==> config.mk <==
export PLATFORM = sky130hd
export DESIGN_NAME = dcsk_chip_mapper
export DESIGN_NICKNAME = d
export VERILOG_FILES = /design/src/rtl/spreading_factors_pkg.sv /design/src/rtl/dcsk_ref_buf.sv /design/src/rtl/dcsk_chip_mapper.sv
export SDC_FILE = /design/constraint.sdc
export NUM_CORES = 1
export LEC_CHECK = 0
export CELL_PAD_IN_SITES_DETAIL_PLACEMENT = 1
export CELL_PAD_IN_SITES_GLOBAL_PLACEMENT = 2
export CORE_ASPECT_RATIO = 0.5
export CORE_MARGIN = 2
export CORE_UTILIZATION = 45
export CTS_CLUSTER_SIZE = 10
export DETAILED_ROUTE_END_ITERATION = 8
export PLACE_DENSITY = 0.82
export SLEW_MARGIN = 15
export SYNTH_ARGS = -nofsm -noshare
export SYNTH_HDL_FRONTEND = slang
export SYNTH_SLANG_ARGS = --single-unit
==> constraint.sdc <==
create_clock -name i_clk -period 3.8 [get_ports i_clk]
set_input_delay 0.38 -clock i_clk [delete_from_list [all_inputs] [get_ports i_clk]]
set_output_delay 0.38 -clock i_clk [all_outputs]
set_load 0.02 [all_outputs]
==> src/rtl/spreading_factors_pkg.sv <==
// spreading_factors_pkg: shared DCSK spreading-factor encodings, constants and helpers
package spreading_factors_pkg;

    localparam int WORD_BITS  = 32;
    localparam int CHIP_W_DEF = 8;

    typedef enum logic [1:0] {
        SF2  = 2'd0,
        SF4  = 2'd1,
        SF8  = 2'd2,
        SF16 = 2'd3
    } sf_t;

    typedef enum logic [1:0] {
        IDLE  = 2'd0,
        START = 2'd1,
        WAIT  = 2'd2,
        RUN   = 2'd3
    } mapper_state_t;

    // Chips per half-slot for a spreading factor code: 2, 4, 8 or 16.
    function automatic logic [4:0] sf_half(input logic [1:0] sf);
        return 5'd2 << sf;
    endfunction

    // Two's complement negation that clamps the most negative value to the most positive.
    function automatic logic [CHIP_W_DEF-1:0] sat_neg(input logic [CHIP_W_DEF-1:0] x);
        return (x == {1'b1, {(CHIP_W_DEF-1){1'b0}}}) ? {1'b0, {(CHIP_W_DEF-1){1'b1}}} : -x;
    endfunction

endpackage

==> src/rtl/dcsk_ref_buf.sv <==
// dcsk_ref_buf: 16-entry reference chip store, synchronous write, asynchronous read
module dcsk_ref_buf #(
    parameter int W = 8
) (
    input  logic         clk_i,
    input  logic         we_i,
    input  logic [3:0]   waddr_i,
    input  logic [W-1:0] wdata_i,
    input  logic [3:0]   raddr_i,
    output logic [W-1:0] rdata_o
);

    logic [W-1:0] mem_q [16];

    // Capture reference-half samples; contents need no reset.
    always_ff @(posedge clk_i) begin
        if (we_i) mem_q[waddr_i] <= wdata_i;
    end

    assign rdata_o = mem_q[raddr_i];

endmodule

==> src/rtl/dcsk_chip_mapper.sv <==
// dcsk_chip_mapper: maps message bits onto DCSK chips using buffered chaotic reference samples
module dcsk_chip_mapper
    import spreading_factors_pkg::*;
#(
    parameter int CHIP_W = CHIP_W_DEF,
    parameter int WORD_W = WORD_BITS
) (
    input  logic              i_clk,
    input  logic              i_arst_n,
    input  logic [1:0]        i_spreading_factor,
    input  logic [WORD_W-1:0] i_data_word,
    input  logic              i_data_valid,
    output logic              o_data_ready,
    output logic              o_send,
    input  logic              i_sending,
    input  logic [4:0]        i_chip_index,
    input  logic              i_msb,
    input  logic              i_load_bit,
    input  logic [CHIP_W-1:0] i_chaos_data,
    input  logic              i_chaos_empty,
    output logic              o_chaos_rd,
    output logic [CHIP_W-1:0] o_chip,
    output logic              o_chip_valid,
    output logic              o_underrun
);

    mapper_state_t     state_q;
    logic [WORD_W-1:0] shreg_q;
    logic              rdy_q, send_q, vld_q, urun_q;
    logic [CHIP_W-1:0] chip_q, chip_d, rd_data, wr_data;
    logic [4:0]        half_m1;
    logic [3:0]        idx;
    logic              run_c, ref_c, dat_c, unused_ok;

    assign half_m1   = sf_half(i_spreading_factor) - 5'd1;
    assign idx       = i_chip_index[3:0] & half_m1[3:0];
    assign unused_ok = i_chip_index[4] | half_m1[4];
    // Gating with i_sending keeps the trailing RUN cycle from popping an extra sample.
    assign run_c      = (state_q == RUN) & i_sending;
    assign ref_c      = run_c & ~i_msb;
    assign dat_c      = run_c & i_msb;
    assign wr_data    = i_chaos_empty ? '0 : i_chaos_data;
    assign o_chaos_rd = ref_c & ~i_chaos_empty;

    dcsk_ref_buf #(.W(CHIP_W)) u_ref_buf (
        .clk_i   (i_clk),
        .we_i    (ref_c),
        .waddr_i (idx),
        .wdata_i (wr_data),
        .raddr_i (idx),
        .rdata_o (rd_data)
    );

    // Reference half passes the sample through; data half replays it, negated for a 1 bit.
    always_comb chip_d = ref_c ? wr_data : dat_c ? (shreg_q[0] ? sat_neg(rd_data) : rd_data) : '0;

    // Handshake FSM with registered outputs, bit shifter and sticky underrun flag.
    always_ff @(posedge i_clk or negedge i_arst_n) begin
        if (!i_arst_n) begin
            state_q <= IDLE;
            shreg_q <= '0;
            rdy_q   <= 1'b0;
            send_q  <= 1'b0;
            vld_q   <= 1'b0;
            urun_q  <= 1'b0;
            chip_q  <= '0;
        end else begin
            case (state_q)
                IDLE: begin
                    if (rdy_q && i_data_valid) begin
                        shreg_q <= i_data_word;
                        urun_q  <= 1'b0;
                        send_q  <= 1'b1;
                        rdy_q   <= 1'b0;
                        state_q <= START;
                    end else begin
                        rdy_q <= 1'b1;
                    end
                end
                START: begin
                    send_q  <= 1'b0;
                    state_q <= WAIT;
                end
                WAIT: if (i_sending) state_q <= RUN;
                default: begin
                    if (i_load_bit) shreg_q <= shreg_q >> 1;
                    if (!i_sending) begin
                        rdy_q   <= 1'b1;
                        state_q <= IDLE;
                    end
                end
            endcase
            if (ref_c && i_chaos_empty) urun_q <= 1'b1;
            vld_q  <= run_c;
            chip_q <= chip_d;
        end
    end

    assign o_data_ready = rdy_q;
    assign o_send       = send_q;
    assign o_chip       = chip_q;
    assign o_chip_valid = vld_q;
    assign o_underrun   = urun_q;

endmodule
# Word-level counts from Yosys, hierarchy flattened
# Memories as Yosys holds them, arrays and structs flattened.
# Cells that the tools add are included.
classes:
  bitwise: 8
  n_shift: 1
  add_sub_neg: 2
  n_mux: 22
  n_eq_ne: 8
  n_reduce_logical: 13
ops:
  columns: ["op", "count"]
  rows:
  - ["two-way mux 32 bit", 2]
  - ["one-hot mux 32 bit (2 select lines)", 1]
  - ["two-way mux 8 bit", 5]
  - ["== test 8 bit, second input constant", 1]
  - ["two-way mux 1 bit", 8]
  - ["negator 8 bit", 1]
  - ["nonzero test 2 bit", 4]
  - ["two-way mux 2 bit", 3]
  - ["one-hot mux 2 bit (3 select lines)", 1]
  - ["AND reduction 2 bit", 3]
  - ["AND reduction 3 bit", 2]
  - ["bitwise AND 1 bit", 4]
  - ["bitwise AND 4 bit", 1]
  - ["== test 2 bit, second input constant", 2]
  - ["!= test 2 bit, second input constant", 2]
  - ["!= test 4 x 1 -> 1 bit, second input constant", 1]
  - ["one-hot mux 1 bit (2 select lines)", 2]
  - ["left shift 2 x 2 -> 4 bit, first input constant", 1]
  - ["subtractor 4 x 1 -> 4 bit, second input constant", 1]
  - ["inverter 1 bit", 3]
  - ["== test 2 x 1 -> 1 bit, second input constant", 1]
  - ["logical AND 1 bit", 2]
  - ["logical NOT 2 bit", 1]
  - ["!= test 2 x 1 -> 1 bit, second input constant", 1]
  - ["OR reduction 2 bit", 1]
word_totals:
  n_memories: 1
  regBits: 46
  out_inout_bits: 13
  elab_cells: 62
  mem_bits_rw: 128
mem_list:
  columns: ["name", "depth", "word_bits", "read_ports", "rd_ports_with_merged_regs", "write_ports", "line_no", "source"]
  rows:
  - ["u_ref_buf.mem_q", 16, 8, 1, 0, 1, "dcsk_ref_buf.sv:13", "logic [W-1:0] mem_q [16];"]

# Depth between registers and ports, before layout
# Gate-level depths: netlist (run 1).
# An unclocked memory read counts as a cell.
logic_depth:
  depth_word: 9
  ltp_mapped: 13
  ltp_nobuf: 11

# Cells and area by module
# A second synthesis (run 1) with hierarchy kept.
unflattened:
  cells_unflattened: 460
  hier_area_um2: 7389.6
by_module_without_submodules:
  columns: ["mod", "instances", "cells_per_inst", "area_each_um2"]
  rows:
  - ["dcsk_ref_buf", 1, 221, 4987.3]
  - ["dcsk_chip_mapper", 1, 239, 2402.3]

# Worst setup path before layout (run 1)
# OpenSTA, ideal clock, no wires.
synth_path:
  kind: "input -> register"
  start: "in i_chip_index[0]"
  end: "reg chip_q[6] (netlist: o_chip[6])"
  path_stages: 11
  arrival_time_ns: 2.525
  n_path_buf: 1
  setup_time_ns: 0.096
  setup_slack_ns: 1.179
  path_cell_list: "buf_6 -> mux4_1 -> a22o_1 -> a221o_1 -> inv_1 -> ha_1 -> inv_1 -> nor3_2 -> nand2_1 -> and4b_1 -> nor4_2"
synth_between:
  elab_chain_len: 7
synth_rtl:
  columns: ["element", "line_no", "source"]
  rows:
  - ["start, declared", "dcsk_chip_mapper.sv:16", "input logic [4:0] i_chip_index,"]
  - ["bitwise AND 4 bit (*)", "dcsk_chip_mapper.sv:36", "assign idx = i_chip_index[3:0] & half_m1[3:0];"]
  - ["memory (16 x 8 bit) (*)", null, null]
  - ["negator 8 bit or == test 8 bit (tied branches)", "spreading_factors_pkg.sv:28", "return (x == {1'b1, {(CHIP_W_DEF-1){1'b0}}}) ? {1'b0, {(CHIP_W_DEF-1){1'b1}}} : -x;"]
  - ["two-way mux 8 bit", "spreading_factors_pkg.sv:28", null]
  - ["two-way mux 8 bit (*) (3 in a row)", "dcsk_chip_mapper.sv:55", "always_comb chip_d = ref_c ? wr_data : dat_c ? (shreg_q[0] ? sat_neg(rd_data) : rd_data) : '0;"]
  - ["via chip_d[6]", "dcsk_chip_mapper.sv:30", "logic [CHIP_W-1:0] chip_q, chip_d, rd_data, wr_data;"]
  - ["end signal, assigned", "dcsk_chip_mapper.sv:95", "chip_q <= chip_d;"]
  - ["end, declared", "dcsk_chip_mapper.sv:30", null]
# The timed path passes the listed nets; every way through them passes the cells marked *.
# A chain may end at the register's enable or synchronous reset.

# Worst setup path after layout (run 1)
layout_path:
  start: "in i_spreading_factor[1]"
  end: "reg chip_q[6] (netlist: o_chip[6])"
layout_between:
  elab_chain_len: 9
layout_rtl:
  columns: ["element", "line_no", "source"]
  rows:
  - ["start, declared", "dcsk_chip_mapper.sv:10", "input logic [1:0] i_spreading_factor,"]
  - ["left shift 2 x 2 -> 4 bit (*)", "spreading_factors_pkg.sv:23", "return 5'd2 << sf;"]
  - ["subtractor 4 x 1 -> 4 bit (*)", "dcsk_chip_mapper.sv:35", "assign half_m1 = sf_half(i_spreading_factor) - 5'd1;"]
  - ["bitwise AND 4 bit (*)", "dcsk_chip_mapper.sv:36", null]
  - ["memory (16 x 8 bit) (*)", null, null]
  - ["negator 8 bit or == test 8 bit (tied branches)", "spreading_factors_pkg.sv:28", null]
  - ["two-way mux 8 bit", "spreading_factors_pkg.sv:28", null]
  - ["two-way mux 8 bit (*) (3 in a row)", "dcsk_chip_mapper.sv:55", null]
  - ["via chip_d[6]", "dcsk_chip_mapper.sv:30", null]
# Marked as above.

==> impl_metrics.env, run 1 <==
export IMPL_outcome="completed"
export IMPL_path_max_fanout=15
export IMPL_ant_nets=0
export IMPL_hold_buffers=0
export IMPL_critical_path_class="in -> reg"
export IMPL_first_iter_violations=320
export IMPL_path_clk_slew_ps=70
export IMPL_tns_ps=0
export IMPL_leakagePower_nw=3.25
export IMPL_wirelength_mm=17.5
export IMPL_grt_usage_pct=21.8
export IMPL_grt_pass1_wl_mm=27.3
export IMPL_synthCells=461
export IMPL_io_buffers=65
export IMPL_htreeDepth=4
export IMPL_clock_skew_ps=17.2
export IMPL_finalSetupViolCount=0
export IMPL_drc=0
export IMPL_num_rows=32
export IMPL_period_share_pct=81.5
export IMPL_synth_edf_count=128
export IMPL_hpwl_mm=11.6
export IMPL_p_seq_share_pct=44.1
export IMPL_cts_tree="built"
export IMPL_critPathCaptureType="flop"
export IMPL_synth_yosys_seq_area_share_pct=67.9
export IMPL_final_hold_viol_count=0
export IMPL_via_per_inst=5.53
export IMPL_start_kind="input port"
export IMPL_post_drt_wl_per_cell_um=22.1
export IMPL_drv_cap=0
export IMPL_critPathRequiredTime_ps=4120
export IMPL_rsz0062_at_grt="false"
export IMPL_p_int_mw=3.69
export IMPL_yosysUniqueCellTypes=46
export IMPL_drive_above_1_share_pct=17.7
export IMPL_root_buffer="clkbuf_16"
export IMPL_maxSlewHeadroom_pct=41.7
export IMPL_n_antenna_cell=0
export IMPL_ir_drop_uv=372
export IMPL_cellPowerDensity_nw_per_um2=594
export IMPL_antenna_found_initial=0
export IMPL_whs_ps=388
export IMPL_final_util_pct=57.4
export IMPL_areaGrowthSynthToFinish_pct=22.4
export IMPL_cts_buffer_depth=2
export IMPL_yosysWarnings=0
export IMPL_place_congestion=0.753
export IMPL_clock_sinks=174
export IMPL_finalMaxSlewViolations=0
export IMPL_async_flop_share_pct=26.4
export IMPL_placeableCoreArea_sq_um=15700
export IMPL_grt_max_degree=47
export IMPL_post_cts_buffers=0
export IMPL_clk_latency_ps=430
export IMPL_fin_crit_ps=3100
export IMPL_numCtsBuffers=17
export IMPL_finalNetCount=617
export IMPL_grt_overflow=0
export IMPL_fillerInstances=1479
export IMPL_switching_share_pct=31.0
export IMPL_synth_nets=520
export IMPL_worstPathArrival_ps=3420
export IMPL_ys_seq_elements=174
export IMPL_ioPinCount=67
export IMPL_max_freq_mhz=323
export IMPL_dieWidth_um=185
export IMPL_avgSynthCellArea_sq_um=16.0
export IMPL_p_sw_mw=1.66
export IMPL_syn_area_sq_um=7360
export IMPL_start_util_pct=46.9
export IMPL_stdcell_count=792
export IMPL_p_clk_share_pct=31.8
export IMPL_hp_class="in -> async"
export IMPL_ys_flop_type="edfxtp_1"
export IMPL_chipHeight_um=94.4
export IMPL_firstDrtPassIters=4
export IMPL_dp_cells=758
export IMPL_fp_dieArea_sq_um=17500
export IMPL_tightest_slew_ps=872
export IMPL_cts_resized=0
export IMPL_p_total_mw=5.35
export IMPL_num_vias=4381
export IMPL_first_global_vias=4782
export IMPL_power_frac_comb_pct=24.1
==> power by group through the flow <==
stage          Clock, mW  Combinational (mW)  Sequential (mW)
5_1_grt             1.81                1.44             2.38
2_1_floorplan          0               0.886             2.40
3_5_place_dp           0                1.30             2.40
6_report            1.70                1.29             2.36
4_1_cts             1.73                1.31             2.36
3_3_place_gp           0                1.25             2.39
==> routing by layer <==
metal / track usage [%] / up-vias / share of wire (%)
met5: 0 / - / 0
met3: 4.97 / 14 / 5.8
met2: 38.4 / 120 / 52
met1: 27.3 / 2263 / 42
met4: 6.55 / 0 / 0.90
li1: - / 1984 / -
==> synthesized netlist by cell type, types with 6 or more instances <==
cell      number  area [sq um]
a21oi_1       42           210
a22oi_1        8          60.1
clkbuf_1      10          37.5
dfrtp_1       46          1150
edfxtp_1     128          3840
inv_1         11          41.3
mux2i_1       33           330
mux4_1        13           342
mux4_2        19           428
nand2_1       19          71.3
nand3_1        6          30.0
nor2_1        46           173
nor2b_1        9          56.3
nor3_1        10          50.1
o21ai_0       11          55.1
==> final cells by class <==
type | count | area [sq um] | share of cell area [%]
flip-flops and latches | 174 | 4990 | 55.5
multi-input cells | 256 | 2200 | 24.4
well taps | 221 | 277 | 3.07
repair buffers | 98 | 903 | 10.0
clock buffers | 17 | 425 | 4.72
inverters | 11 | 41.3 | 0.458
clock inverters | 15 | 166 | 1.85
==> cells in the final DEF (no fill, tap or decap), types with 6 or more instances in the layout <==
cell / count
nor2_1: 46
a21oi_1: 41
dfrtp_1: 46
edfxtp_1: 128
mux4_2: 19
inv_1: 11
a22oi_1: 8
o21ai_0: 11
nand3_1: 6
clkbuf_16: 17
nor3_1: 10
mux4_1: 13
clkdlybuf4s50_1: 63
nor2b_1: 9
mux2i_1: 33
nand2_1: 19
buf_4: 31
==> cells by family after synthesis <==
| family | Yosys count | share of synthesized area [%] |
|---|---|---|
| compound gates | 80 | 6.70 |
| mux | 65 | 14.9 |
| xor+xnor | 4 | 0.476 |
| flops | 174 | 67.9 |
| fa+ha+maj | 5 | 0.850 |
| simple gates | 102 | 6.73 |
| buf+inv | 31 | 2.40 |
==> state kept, by name (all words and copies together), names as in the netlist <==
signal,flops
o_chip,8
o_send,1
o_data_ready,1
u_ref_buf.mem_q,128
shreg_q,32
state_q,2
o_chip_valid,1
o_underrun,1
==> stage by stage <==
step,worst slack (ps),instance area (sq um)
2_1_floorplan,1180,7360
3_3_place_gp,458,8390
3_5_place_dp,318,8390
4_1_cts,705,8980
5_1_grt,549,9010
6_report,703,9010
==> worst max-delay path, stage by stage <==
cell and delay (ps):
clkdlybuf4s50_1 580, o21a_1 260, buf_4 280, mux4_1 370, a22oi_1 280, nand2_2 160
inv_1 90, ha_1 170, inv_1 70, nor3_2 200, nand2_1 110, and4b_1 190
nor4_2 250
==> path summary, 6_finish.rpt <==
path | start | endpoint | slack, ps | cells after the start
hold reg to reg | o_underrun | o_underrun | 520 | 1
setup / recovery | i_spreading_factor[1] | o_chip[6] | 700 | 13
setup reg to reg | u_ref_buf.mem_q[5][0] | o_chip[6] | 1060 | 10
hold / removal | i_arst_n | shreg_q[25] | 390 | 2
min in group i_clk | o_underrun | o_underrun | 520 | 1
max in group asynchronous | i_arst_n | shreg_q[19] | 2930 | 3
Note: power is estimated with default switching activity, not from simulation.
==> run 2, diff against run 1 <==
- CORE_UTILIZATION: 45 -> 42
- PLACE_DENSITY: 0.82 -> 0.77
- clock period: 3.8 -> 3.1 ns (I/O delays scaled with it)
==> impl_metrics.env, run 2 (synthesized netlist as in run 1, its figures left out) <==
export IMPL_rsz0062_at_grt="false"
export IMPL_critPathRequiredTime_ps=3440
export IMPL_post_cts_buffers=0
export IMPL_firstDrtPassIters=4
export IMPL_clk_latency_ps=420
export IMPL_drc=0
export IMPL_leakagePower_nw=3.34
export IMPL_cts_tree="built"
export IMPL_finalSetupViolCount=0
export IMPL_fillerInstances=1656
export IMPL_first_global_vias=4782
export IMPL_numCtsBuffers=17
export IMPL_max_freq_mhz=362
export IMPL_final_hold_viol_count=0
export IMPL_num_vias=4430
export IMPL_hold_buffers=0
export IMPL_cts_buffer_depth=2
export IMPL_io_buffers=65
export IMPL_maxSlewHeadroom_pct=31.3
export IMPL_hpwl_mm=11.9
export IMPL_grt_usage_pct=20.1
export IMPL_drv_cap=0
export IMPL_num_rows=34
export IMPL_dieWidth_um=191
export IMPL_grt_pass1_wl_mm=27.5
export IMPL_critical_path_class="in -> reg"
export IMPL_start_kind="input port"
export IMPL_setup_slack_ps=338
export IMPL_fp_dieArea_sq_um=18700
export IMPL_place_congestion=0.820
export IMPL_path_max_fanout=10
export IMPL_wirelength_mm=17.6
export IMPL_clock_skew_ps=9.20
export IMPL_hp_class="in -> async"
export IMPL_largest_reg_flops=128
export IMPL_n_antenna_cell=0
export IMPL_clock_sinks=174
export IMPL_post_drt_wl_per_cell_um=21.5
export IMPL_drive_above_1_share_pct=20.1
export IMPL_pre_cts_slack_ps=-104
export IMPL_ant_nets=0
export IMPL_worstPathArrival_ps=3100
export IMPL_finalNetCount=633
export IMPL_dp_cells=789
export IMPL_root_buffer="clkbuf_16"
export IMPL_fin_crit_ps=2760
export IMPL_start_util_pct=42.6
export IMPL_outcome="completed"
export IMPL_cellPowerDensity_nw_per_um2=723
export IMPL_seqCellArea_sq_um=4990
export IMPL_htreeDepth=4
export IMPL_chipHeight_um=97.6
export IMPL_period_share_pct=89.1
export IMPL_antenna_found_initial=0
export IMPL_via_per_inst=5.40
export IMPL_areaGrowthSynthToFinish_pct=24.4
export IMPL_first_iter_violations=320
export IMPL_grt_max_degree=63
export IMPL_grt_overflow=0
export IMPL_mostFrequentLayoutCells="edfxtp_1 (128), clkdlybuf4s50_1 (63), buf_4 (48), nor2_1 (46), dfrtp_1 (46)"
export IMPL_mostFrequentLayoutCell="edfxtp_1"
export IMPL_tns_ps=0
export IMPL_placed_cell_area_sq_um=8550
export IMPL_regMostFlops="u_ref_buf.mem_q"
export IMPL_ioPinCount=67
export IMPL_critPathCaptureType="flop"
export IMPL_tightest_slew_ps=1030
export IMPL_cts_resized=0
export IMPL_final_cell_area_sq_um=9150
export IMPL_path_clk_slew_ps=80
export IMPL_stdcell_count=821
export IMPL_placeableCoreArea_sq_um=17300
export IMPL_multi_input_area_sq_um=2200
export IMPL_finalMaxSlewViolations=0
export IMPL_ir_drop_uv=448
==> run 2: final timing paths <==
kind / startpoint / endpoint / depth (start not counted) / slack [ps]
min: i_arst_n / shreg_q[26] / 1 / 60
min reg2reg: shreg_q[30] / shreg_q[30] / 2 / 530
min in group i_clk: i_data_word[28] / shreg_q[28] / 3 / 520
max reg2reg: u_ref_buf.mem_q[6][0] / o_chip[1] / 10 / 450
max in group asynchronous: i_arst_n / o_underrun / 1 / 2400
max: i_spreading_factor[1] / o_chip[1] / 12 / 340
==> run 2: report_power, final <==
part | switching (mW) | internal [mW]
Combinational | 0.895 | 0.680
Sequential | 0.132 | 2.76
Clock | 1.00 | 1.15
==> run 2: routing by layer <==
layer / up-vias / GRT usage (%) / wire (um)
met4: 0 / 7.22 / 338
met1: 2294 / 27.5 / 8010
met2: 102 / 32.1 / 8410
met5: - / 0 / 0
met3: 18 / 3.97 / 880
li1: 2016 / - / -
==> run 2: critical path, stage by stage <==
cell and delay [ps]:
clkdlybuf4s50_1 500, o21a_1 250, buf_4 230, mux4_1 320
a221o_1 400, inv_1 80, ha_1 150, inv_1 60
nor3_2 200, nand2_1 110, o21a_1 280, a21oi_1 190
==> run 2: area by class of cell <==
type	instances	share of cell area (%)
sequential	174	54.6
timing repair buffer	114	11.2
tap	234	3.20
clock buffer	17	4.65
multi-input combinational	256	24.1
clock inverter	15	1.89
inverter	11	0.451
==> run 2: stage by stage <==
stage | hold slack, ps | power, mW | utilization (%)
after floorplan | 14.4 | 4.03 | -
after global placement | 481 | 4.48 | 49.5
after detailed placement | 506 | 4.54 | 49.5
after CTS | 88.8 | 6.70 | 53.0
after global routing | 132 | 6.98 | 53.0
final | 62.9 | 6.62 | 53.0
==> run 3, diff against run 2 <==
- RECOVER_POWER: default -> 100
==> impl_metrics.env, run 3 (synthesized netlist as in run 1, its figures left out) <==
export IMPL_num_rows=34
export IMPL_m1WireLength_mm=7.84
export IMPL_wl_met2_mm=8.37
export IMPL_period_share_pct=90.8
export IMPL_cellPowerDensity_nw_per_um2=729
export IMPL_critPathRequiredTime_ps=3430
export IMPL_maxSlewHeadroom_pct=-65.3
export IMPL_finalMaxSlewViolations=47
export IMPL_pre_cts_slack_ps=-104
export IMPL_wl_met3_mm=1.06
export IMPL_largest_reg_flops=128
export IMPL_cts_tree="built"
export IMPL_ant_nets=0
export IMPL_clock_skew_ps=10.5
export IMPL_grt_usage_pct=20.1
export IMPL_antenna_found_initial=0
export IMPL_post_drt_wl_per_cell_um=21.4
export IMPL_tightest_slew_ps=2480
export IMPL_htreeDepth=4
export IMPL_wirelength_mm=17.6
export IMPL_root_buffer="clkbuf_16"
export IMPL_fp_dieArea_sq_um=18700
export IMPL_clk_latency_ps=420
export IMPL_critPathCaptureType="flop"
export IMPL_final_hold_viol_count=0
export IMPL_via_per_inst=5.35
export IMPL_max_freq_mhz=355
export IMPL_firstDrtPassIters=4
export IMPL_chipHeight_um=97.6
export IMPL_post_cts_buffers=0
export IMPL_grt_pass1_wl_mm=27.5
export IMPL_drv_cap=1
export IMPL_num_vias=4391
export IMPL_violations="max-capacitance violations, max-slew violations"
export IMPL_outcome="finished with violations"
export IMPL_rsz0062_at_grt="false"
export IMPL_placeableCoreArea_sq_um=17300
export IMPL_setup_slack_ps=284
export IMPL_n_antenna_cell=0
export IMPL_hpwl_mm=11.9
export IMPL_finalSetupViolCount=0
export IMPL_start_util_pct=42.6
export IMPL_place_congestion=0.820
export IMPL_areaGrowthSynthToFinish_pct=22.8
export IMPL_drc=0
export IMPL_path_max_fanout=12
export IMPL_highest_layer="met4"
export IMPL_multi_input_area_sq_um=2200
export IMPL_dieWidth_um=191
export IMPL_path_clk_slew_ps=70
export IMPL_ir_drop_uv=445
export IMPL_hp_class="reg -> reg"
export IMPL_mostFrequentLayoutCell="edfxtp_1"
export IMPL_start_kind="input port"
export IMPL_clock_sinks=174
export IMPL_numCtsBuffers=17
export IMPL_first_iter_violations=310
export IMPL_grt_max_degree=63
export IMPL_cts_buffer_depth=2
export IMPL_regMostFlops="u_ref_buf.mem_q"
export IMPL_grt_overflow=0
export IMPL_io_buffers=65
export IMPL_p_total_mw=6.59
export IMPL_ioPinCount=67
export IMPL_mostFrequentLayoutCells="edfxtp_1 (128), clkdlybuf4s50_1 (49), nor2_1 (46), dfrtp_1 (46), a21oi_1 (41)"
export IMPL_first_global_vias=4782
export IMPL_fillerInstances=1690
export IMPL_hold_buffers=0
export IMPL_seqCellArea_sq_um=4990
export IMPL_cts_resized=0
export IMPL_leakagePower_nw=3.25
export IMPL_fin_crit_ps=2820
export IMPL_finalNetCount=633
export IMPL_worstPathArrival_ps=3150
export IMPL_drive_above_1_share_pct=14.8
export IMPL_critical_path_class="in -> reg"
## run 3: cell count changes in the layout (fill, tap and decap cells not counted), sizes merged
| cell | delta |
|---|---|
| clkbuf | +32 |
| buf | -32 |
| clkdlybuf4s50 | -14 |
| dlygate4sd3 | +14 |
## run 3: cell type report
class | count | area share [%]
repair buffers | 114 | 10.1
flip-flops and latches | 174 | 55.3
multi-input cells | 256 | 24.3
well taps | 234 | 3.24
inverters | 11 | 0.457
clock inverters | 15 | 1.91
clock buffers | 17 | 4.71
## run 3: path summary, 6_finish.rpt
kind,from,endpoint,slack (ps),cells after the start
worst max-delay path,i_spreading_factor[1],o_chip[1],280,9
min in group asynchronous,i_arst_n,shreg_q[26],650,1
max in group asynchronous,i_arst_n,shreg_q[4],1040,1
worst min register to register,o_underrun,o_underrun,520,1
worst max register to register,state_q[0],shreg_q[4],430,7
worst min-delay path,o_underrun,o_underrun,520,1
## run 3: worst max-delay path, cell delays in order
cell and delay, ps:
clkdlybuf4s50_1 500, o21a_1 240, clkbuf_2 370, mux4_2 410, a22o_1 310, a221oi_2 410, nand3_1 140, o21a_1 270
a21oi_1 190
## run 3: power breakdown
part / switching [mW] / internal, mW / total (mW)
Clock: 1.00 / 1.15 / 2.15
Sequential: 0.130 / 2.76 / 2.89
Combinational: 0.891 / 0.654 / 1.54
## run 3: layer usage
layer,up-vias,track usage [%]
met3,16,3.97
li1,2024,-
met4,0,7.22
met2,123,32.1
met5,-,0
met1,2228,27.5
## run 3: through the flow
step | hold slack, ps | instance area, sq um | setup TNS (ps) | util, % | cells
floorplan | 14.4 | 7360 | 0 | - | 461
global placement | 481 | 8550 | -52.6 | 49.5 | 789
detailed placement | 506 | 8550 | -456 | 49.5 | 789
CTS | 88.8 | 9150 | 0 | 53.0 | 821
global route | 522 | 9030 | 0 | 52.3 | 821
finish | 522 | 9030 | 0 | 52.3 | 821
